`src/rtl/gpu_tile_pkg.sv`:
```
// Tile geometry shared by the tile reader and tile writer, plus the reader state type.
package gpu_tile_pkg;
  localparam int TILE_ROWS      = 32;
  localparam int TILE_ROW_WORDS = 16;
  localparam int TILE_WORDS     = TILE_ROWS * TILE_ROW_WORDS;
  localparam int TILE_RAM_AW    = $clog2(TILE_WORDS);

  typedef enum logic [1:0] {IDLE, ISSUE, DRAIN} tile_reader_state_t;
endpackage

```
`src/rtl/tile_reader_if.sv`:
```
// Avalon-MM read-master bus of the tile reader.
// TILE_READER_BURST_EN adds master_burstcount (one burst per tile row).
interface tile_reader_if import gpu_tile_pkg::*; ();
  logic [31:0] master_address;
  logic        master_read;
  logic [31:0] master_readdata;
  logic        master_readdatavalid;
  logic        master_wait_request;
`ifdef TILE_READER_BURST_EN
  logic [$clog2(TILE_ROW_WORDS):0] master_burstcount;
`endif

  modport master (
    output master_address,
    output master_read,
`ifdef TILE_READER_BURST_EN
    output master_burstcount,
`endif
    input  master_readdata,
    input  master_readdatavalid,
    input  master_wait_request
  );

  modport slave (
    input  master_address,
    input  master_read,
`ifdef TILE_READER_BURST_EN
    input  master_burstcount,
`endif
    output master_readdata,
    output master_readdatavalid,
    output master_wait_request
  );
endinterface

```
`src/rtl/tile_read_addr_gen.sv`:
```
// Row/word request address generator: row_base accumulates the stride once per row.
// row_mode=1 advances a whole row per request (burst issue).
module tile_read_addr_gen #(
  parameter int ROWS      = 32,
  parameter int ROW_WORDS = 16
) (
  input  logic        clk,
  input  logic        rst,
  input  logic        load,
  input  logic        advance,
  input  logic        row_mode,
  input  logic [31:0] base,
  input  logic [15:0] stride,
  output logic [31:0] address,
  output logic        last
);
  localparam int RB = (ROWS > 1) ? $clog2(ROWS) : 1;
  localparam int WB = (ROW_WORDS > 1) ? $clog2(ROW_WORDS) : 1;
  typedef logic [RB-1:0] row_t;
  typedef logic [WB-1:0] word_t;

  row_t        row_reg;
  word_t       word_reg;
  logic [31:0] row_base_reg;
  logic [15:0] stride_reg;
  logic        row_end;

  assign row_end = row_mode || (word_reg == word_t'(ROW_WORDS - 1));
  assign last    = (row_reg == row_t'(ROWS - 1)) && row_end;
  assign address = row_base_reg + 32'({word_reg, 2'b00});

  // All address arithmetic wraps modulo 2^32 by construction.
  always_ff @(posedge clk) begin
    if (!rst) begin
      row_reg      <= '0;
      word_reg     <= '0;
      row_base_reg <= '0;
      stride_reg   <= '0;
    end else if (load) begin
      row_reg      <= '0;
      word_reg     <= '0;
      row_base_reg <= base;
      stride_reg   <= stride;
    end else if (advance) begin
      if (row_end) begin
        word_reg     <= '0;
        row_reg      <= row_reg + row_t'(1);
        row_base_reg <= row_base_reg + {16'h0000, stride_reg};
      end else begin
        word_reg <= word_reg + word_t'(1);
      end
    end
  end
endmodule

```
`src/rtl/tile_reader.sv`:
```
// Avalon-MM read master: fetches one tile from SDRAM into tile RAM, start/busy/done handshake.
// TILE_READER_BURST_EN issues one ROW_WORDS burst per row instead of single-word reads.
module tile_reader import gpu_tile_pkg::*; #(
  parameter int ROWS        = TILE_ROWS,
  parameter int ROW_WORDS   = TILE_ROW_WORDS,
  parameter int MAX_PENDING = 8,
  parameter int RAM_AW      = TILE_RAM_AW
) (
  input  logic              clk,
  input  logic              rst,
  input  logic              start,
  input  logic [31:0]       addr_in,
  input  logic [15:0]       stride_in,
  output logic              busy,
  output logic              done,
  output logic [RAM_AW-1:0] ram_addr,
  output logic [31:0]       ram_data,
  output logic              ram_wren,
  tile_reader_if.master     bus
);
  localparam int PW = $clog2(MAX_PENDING) + 1;
  typedef logic [PW-1:0]     pend_t;
  typedef logic [PW:0]       room_t;
  typedef logic [RAM_AW-1:0] idx_t;
  localparam idx_t LAST_INDEX = idx_t'(ROWS * ROW_WORDS - 1);

`ifdef TILE_READER_BURST_EN
  localparam int INC = ROW_WORDS;
  localparam logic ROW_MODE = 1'b1;
  typedef logic [$clog2(ROW_WORDS):0] burst_t;
  assign bus.master_burstcount = burst_t'(ROW_WORDS);
  if (MAX_PENDING < ROW_WORDS) begin : g_bad_pending
    $error("tile_reader: burst build needs MAX_PENDING >= ROW_WORDS");
  end
`else
  localparam int INC = 1;
  localparam logic ROW_MODE = 1'b0;
`endif
  if (RAM_AW != $clog2(ROWS * ROW_WORDS)) begin : g_bad_aw
    $error("tile_reader: RAM_AW must equal log2(ROWS*ROW_WORDS)");
  end

  tile_reader_state_t state_reg;
  pend_t              pending_reg, pending_next;
  idx_t               index_reg, ram_addr_reg;
  logic [31:0]        ram_data_reg;
  logic               busy_reg, done_reg, wren_reg;
  logic               room, accept, resp, load, last_req;
  logic [31:0]        gen_address;

  assign load   = (state_reg == IDLE) && start;
  assign room   = (room_t'(pending_reg) + room_t'(INC)) <= room_t'(MAX_PENDING);
  assign accept = bus.master_read && !bus.master_wait_request;
  // Responses with nothing outstanding are stale (e.g. after a reset) and dropped.
  assign resp   = bus.master_readdatavalid && (pending_reg != '0);

  assign bus.master_read    = (state_reg == ISSUE) && room;
  assign bus.master_address = gen_address;

  assign busy     = busy_reg;
  assign done     = done_reg;
  assign ram_wren = wren_reg;
  assign ram_addr = ram_addr_reg;
  assign ram_data = ram_data_reg;

  tile_read_addr_gen #(
    .ROWS      (ROWS),
    .ROW_WORDS (ROW_WORDS)
  ) u_addr_gen (
    .clk      (clk),
    .rst      (rst),
    .load     (load),
    .advance  (accept),
    .row_mode (ROW_MODE),
    .base     (addr_in),
    .stride   (stride_in),
    .address  (gen_address),
    .last     (last_req)
  );

  always_comb begin
    pending_next = pending_reg;
    if (accept) pending_next = pending_next + pend_t'(INC);
    if (resp)   pending_next = pending_next - pend_t'(1);
  end

  always_ff @(posedge clk) begin
    if (!rst) begin
      state_reg    <= IDLE;
      pending_reg  <= '0;
      index_reg    <= '0;
      busy_reg     <= 1'b0;
      done_reg     <= 1'b0;
      wren_reg     <= 1'b0;
      ram_addr_reg <= '0;
      ram_data_reg <= '0;
    end else begin
      pending_reg <= pending_next;
      wren_reg    <= resp;
      done_reg    <= 1'b0;
      if (resp) begin
        ram_addr_reg <= index_reg;
        ram_data_reg <= bus.master_readdata;
        index_reg    <= index_reg + idx_t'(1);
      end
      case (state_reg)
        IDLE: begin
          if (start) begin
            state_reg   <= ISSUE;
            busy_reg    <= 1'b1;
            index_reg   <= '0;
            pending_reg <= '0;
          end
        end
        ISSUE: begin
          if (accept && last_req) state_reg <= DRAIN;
        end
        DRAIN: begin
          // busy drops together with done so a start on the next cycle is accepted.
          if (resp && (index_reg == LAST_INDEX)) begin
            state_reg <= IDLE;
            busy_reg  <= 1'b0;
            done_reg  <= 1'b1;
          end
        end
        default: state_reg <= IDLE;
      endcase
    end
  end
endmodule

```
`src/flat_wrapper.sv`:
```
// flat-port wrapper written by rule: the top's interface ports become plain ports
module tile_reader_flat import gpu_tile_pkg::*;
#(
  parameter int ROWS        = TILE_ROWS,
  parameter int ROW_WORDS   = TILE_ROW_WORDS,
  parameter int MAX_PENDING = 8,
  parameter int RAM_AW      = TILE_RAM_AW
)
  (clk, rst, start, addr_in, stride_in, busy, done, ram_addr, ram_data, ram_wren, bus_master_address, bus_master_read, bus_master_readdata, bus_master_readdatavalid, bus_master_wait_request);
  tile_reader_if bus_i ();
  input  logic clk;
  input  logic rst;
  input  logic start;
  input  logic [31:0] addr_in;
  input  logic [15:0] stride_in;
  output logic busy;
  output logic done;
  output logic [RAM_AW-1:0] ram_addr;
  output logic [31:0] ram_data;
  output logic ram_wren;
  output wire logic [$bits(bus_i.master_address)-1:0] bus_master_address;
  output wire logic [$bits(bus_i.master_read)-1:0] bus_master_read;
  input wire logic [$bits(bus_i.master_readdata)-1:0] bus_master_readdata;
  input wire logic [$bits(bus_i.master_readdatavalid)-1:0] bus_master_readdatavalid;
  input wire logic [$bits(bus_i.master_wait_request)-1:0] bus_master_wait_request;
  assign bus_master_address = bus_i.master_address;
  assign bus_master_read = bus_i.master_read;
  assign bus_i.master_readdata = bus_master_readdata;
  assign bus_i.master_readdatavalid = bus_master_readdatavalid;
  assign bus_i.master_wait_request = bus_master_wait_request;
  tile_reader #(.ROWS(ROWS), .ROW_WORDS(ROW_WORDS), .MAX_PENDING(MAX_PENDING), .RAM_AW(RAM_AW)) u_core (.clk(clk), .rst(rst), .start(start), .addr_in(addr_in), .stride_in(stride_in), .busy(busy), .done(done), .ram_addr(ram_addr), .ram_data(ram_data), .ram_wren(ram_wren), .bus(bus_i));
endmodule
```
`config.mk`:
```
export PLATFORM = sky130hd
export DESIGN_NAME = tile_reader_flat
export DESIGN_NICKNAME = d
export VERILOG_FILES = /design/src/rtl/gpu_tile_pkg.sv /design/src/rtl/tile_reader_if.sv /design/src/rtl/tile_read_addr_gen.sv /design/src/rtl/tile_reader.sv /design/src/flat_wrapper.sv
export SDC_FILE = /design/constraint.sdc
export NUM_CORES = 1
export LEC_CHECK = 0
export CORE_MARGIN = 2
export CORE_UTILIZATION = 40
export CTS_CLUSTER_SIZE = 10
export DETAILED_ROUTE_END_ITERATION = 8
export PLACE_DENSITY_LB_ADDON = 0.3
export SETUP_SLACK_MARGIN = 0.05
export SLEW_MARGIN = 10
export SYNTH_ARGS = -nofsm -noshare
export SYNTH_HDL_FRONTEND = slang
export SYNTH_SLANG_ARGS = --single-unit
```
`constraint.sdc`:
```
create_clock -name clk -period 4.1 [get_ports clk]
set_clock_uncertainty 0.15 [all_clocks]
set_input_delay 1.23 -clock clk [delete_from_list [all_inputs] [get_ports clk]]
set_output_delay 1.23 -clock clk [all_outputs]
set_load 0.005 [all_outputs]
```
==> run summary <==
LAYOUT
---------------------------------------------------------------------------------
Final core occ                                                              0.581
Most common library cell in the layout ignoring fill and taps             nand2_1
Leading cell types in the layout, fill and taps excluded             178 x nand2_1, 149 x clkdlybuf4s50_1, 111 x dfxtp_1
Synth-to-layout area growth                                                 41.1%
Number of antenna diodes                                                        0
Number of nets in the layout                                                1,082
Proportion of layout cells with a drive suffix above 1                      0.103

CLOCKING
---------------------------------------------------------------------------------
CTS Buf Count                                                                  17
Clock Tree Root                                                         clkbuf_16
Number of hold buffers added after CTS                                          0
Clock slew seen by the registers of the worst setup and hold paths        0.06 ns
Number of clock sinks seen by CTS                                             116
Deepest level of the CTS H-tree                                                 4
Clock latency on the worst-skew pair                                      0.41 ns
Clock buffer depth                                                              2
TritonCTS clock tree                                                          yes

DIE
---------------------------------------------------------------------------------
Row count                                                                      45
Total Die Area                                                         16,700 um2
Placeable core region                                                  15,300 um2
Vertical die dimension                                                     129 um
Initial core utilization                                                    0.412
DIE WIDTH                                                                  129 um
Number of placed I/O pins                                                     162

MIN PATH
---------------------------------------------------------------------------------
Worst hold path cell count                                                      2
Hold crit path type                                                       reg2reg

GLOBAL ROUTE
---------------------------------------------------------------------------------
Global routing usage on met3                                               0.0450
GRT Residual Overflow                                                           0
Global-route track usage on met1                                            0.279
Overall global routing resource usage                                       0.209
Global-route wire length before repair                                    27.9 mm
Met2 Track Usage GR                                                         0.329
Pin count of the biggest net entering global routing                           45
GRT busiest layer                                                            met2
Antenna violations before repair                                                0
Via count of the first global-routing pass                                  5,706

STA
---------------------------------------------------------------------------------
Final setup slack of the worst path                                      0.165 ns
Fin. Hold Viols                                                                 0
Min cycle time layout                                                     3.94 ns
Total count of max-transition violations in the final report                    0
Highest clock frequency the design can meet                             0.254 GHz
Tightest hold margin                                                     0.302 ns
Unrepaired setup endpoints after global routing                             false
Setup TNS                                                                    0 ns
Slew of the pin with the lowest slew margin                              0.821 ns
Worst slew margin relative to its limit                                     0.450
Ratio of final minimum period to clock period                               0.960
Final-report setup violation count                                              0

DRT
---------------------------------------------------------------------------------
Pre-antenna DRT Iters                                                           5
Count of unresolved DRC violations after routing                                0
Via-to-Cell Ratio                                                            5.22
Routed wire per std cell                                                  15.0 um
Number of nets still failing antenna checks after routing                       0
Total Wirelength                                                          17.8 mm
Via count                                                                   6,209
1st-iter DRT viols                                                            383

RUN
---------------------------------------------------------------------------------
Max-cap violation count                                                         0

POWER AND IR DROP
---------------------------------------------------------------------------------
Worst supply voltage drop on vdd                                         0.407 mV
Post-layout total power                                                   3.36 mW
Power density of the placed cells                                      379 nW/um2
Reported leakage power                                                    3.38 nW

SYNTH
---------------------------------------------------------------------------------
Fraction of synthesized cell area taken by the top area cell type           0.370
Most area-hungry cell type in the Yosys netlist                           dfxtp_1
Instance count of the mapped netlist                                          806
Number of enable-type register cells in the synthesized netlist                 0
Total nets after synthesis                                                    922
Number of distinct library cells after synthesis                               59
Ranking of synthesized cells by area                                 dfxtp_1 37%, nand2_1 11%, a21oi_1 7.6%
Number of storage elements in the synthesis netlist                           116
Avg Inst Size Synth                                                      7.79 um2
Post-synthesis instance area                                             6280 um2
Async set-reset flop share out of synthesis                                     0
Primary flip-flop cell chosen by synthesis mapping                        dfxtp_1
Number of warnings reported in the yosys synthesis log                          0
Sequential fraction of the synthesis area                                   0.370

WORST SETUP PATH
---------------------------------------------------------------------------------
Worst EP required                                                         2.72 ns
Critical path fanouts, max                                                      6
Startpoint types                                                         register
Category of the critical setup timing path                                reg2out
Kind of end point of the critical path                                 output pin
CP arrival                                                                2.56 ns
Depth of the worst register-to-register path                                    8

PLACEMENT
---------------------------------------------------------------------------------
Routability congestion estimate from global placement                       0.921
Number of port buffers                                                        161
Worst Setup Slack post-DPL                                               0.241 ns
HPWL after detailed placement                                             12.5 mm

RUN STATUS
---------------------------------------------------------------------------------
Run status                                                           complete, no violations

-- through the flow --
stage          std cells  area (um2)
2_1_floorplan        806        6280
3_3_place_gp        1152        8130
3_5_place_dp        1152        8130
4_1_cts             1186        8780
5_1_grt             1190        8870
6_report            1190        8870
-- path summary, 6_finish.rpt --
| path | slack, ns | startpoint | to |
|---|---|---|---|
| setup / recovery | 0.16 | u_core.u_addr_gen.row_base_reg[20] | bus_master_address[31] |
| hold / removal | 0.30 | u_core.ram_data[30] | u_core.ram_data[30] |
| setup reg to reg | 1.10 | u_core.u_addr_gen.row_base_reg[7] | u_core.u_addr_gen.row_base_reg[26] |
| hold reg to reg | 0.30 | u_core.ram_data[30] | u_core.ram_data[30] |
-- synth_stat cells, types with 12 or more instances --
cell and count:
nand2_1 178, dfxtp_1 116, a21oi_1 95, nor2_1 50, clkbuf_1 33, o21ai_0 33, xnor2_1 32, ha_1 29
xor2_1 27, inv_1 23, nand3_1 21, nand4_1 19, a31oi_1 12, or3_1 12
-- critical path: stages (launching register included) --
cell,delay [ns]
dfxtp_1,0.44
nand4_1,0.30
nor4_4,0.37
nand3_1,0.11
nor2_1,0.18
nand2_1,0.09
xnor2_1,0.13
clkdlybuf4s50_1,0.51
-- layout make-up --
| cell class | instances | area, um2 |
|---|---|---|
| repair buffers | 188 | 1830 |
| fillers | 1392 | 6390 |
| inverters | 24 | 90.1 |
| flip-flops and latches | 116 | 2330 |
| clock inverters | 11 | 126 |
| well taps | 211 | 264 |
| clock buffers | 21 | 470 |
| multi-input cells | 619 | 3760 |
-- report_power, final --
group	internal, mW	switching, mW
registers	1.21	0.0735
logic	0.310	0.297
clock network	0.943	0.531
-- logic make-up after synthesis --
| kind of cell | Yosys count | synth area share |
|---|---|---|
| xor gates and xnor gates | 59 | 0.0823 |
| DFF | 116 | 0.370 |
| AOI/OAI and AO/OA | 197 | 0.192 |
| adders and majority gates | 31 | 0.0641 |
| buffers and inverters | 71 | 0.0468 |
| muxes | 6 | 0.00996 |
| and+or+nand+nor | 326 | 0.235 |
-- routing by layer --
metal	wire length (um)	share of wire
met3	966	0.054
met2	8080	0.45
met5	0	0
met1	8310	0.47
met4	462	0.026
-- timing repair --
| item | in CTS | in global routing |
|---|---|---|
| gates resized for setup | 20 | 21 |
| setup endpoints to repair | 16 | 17 |
| hold endpoints to repair | 0 | 0 |
| pin swaps | 0 | 4 |
| buffers inserted | 2 | 4 |
Power figures use the tool's default switching activity.
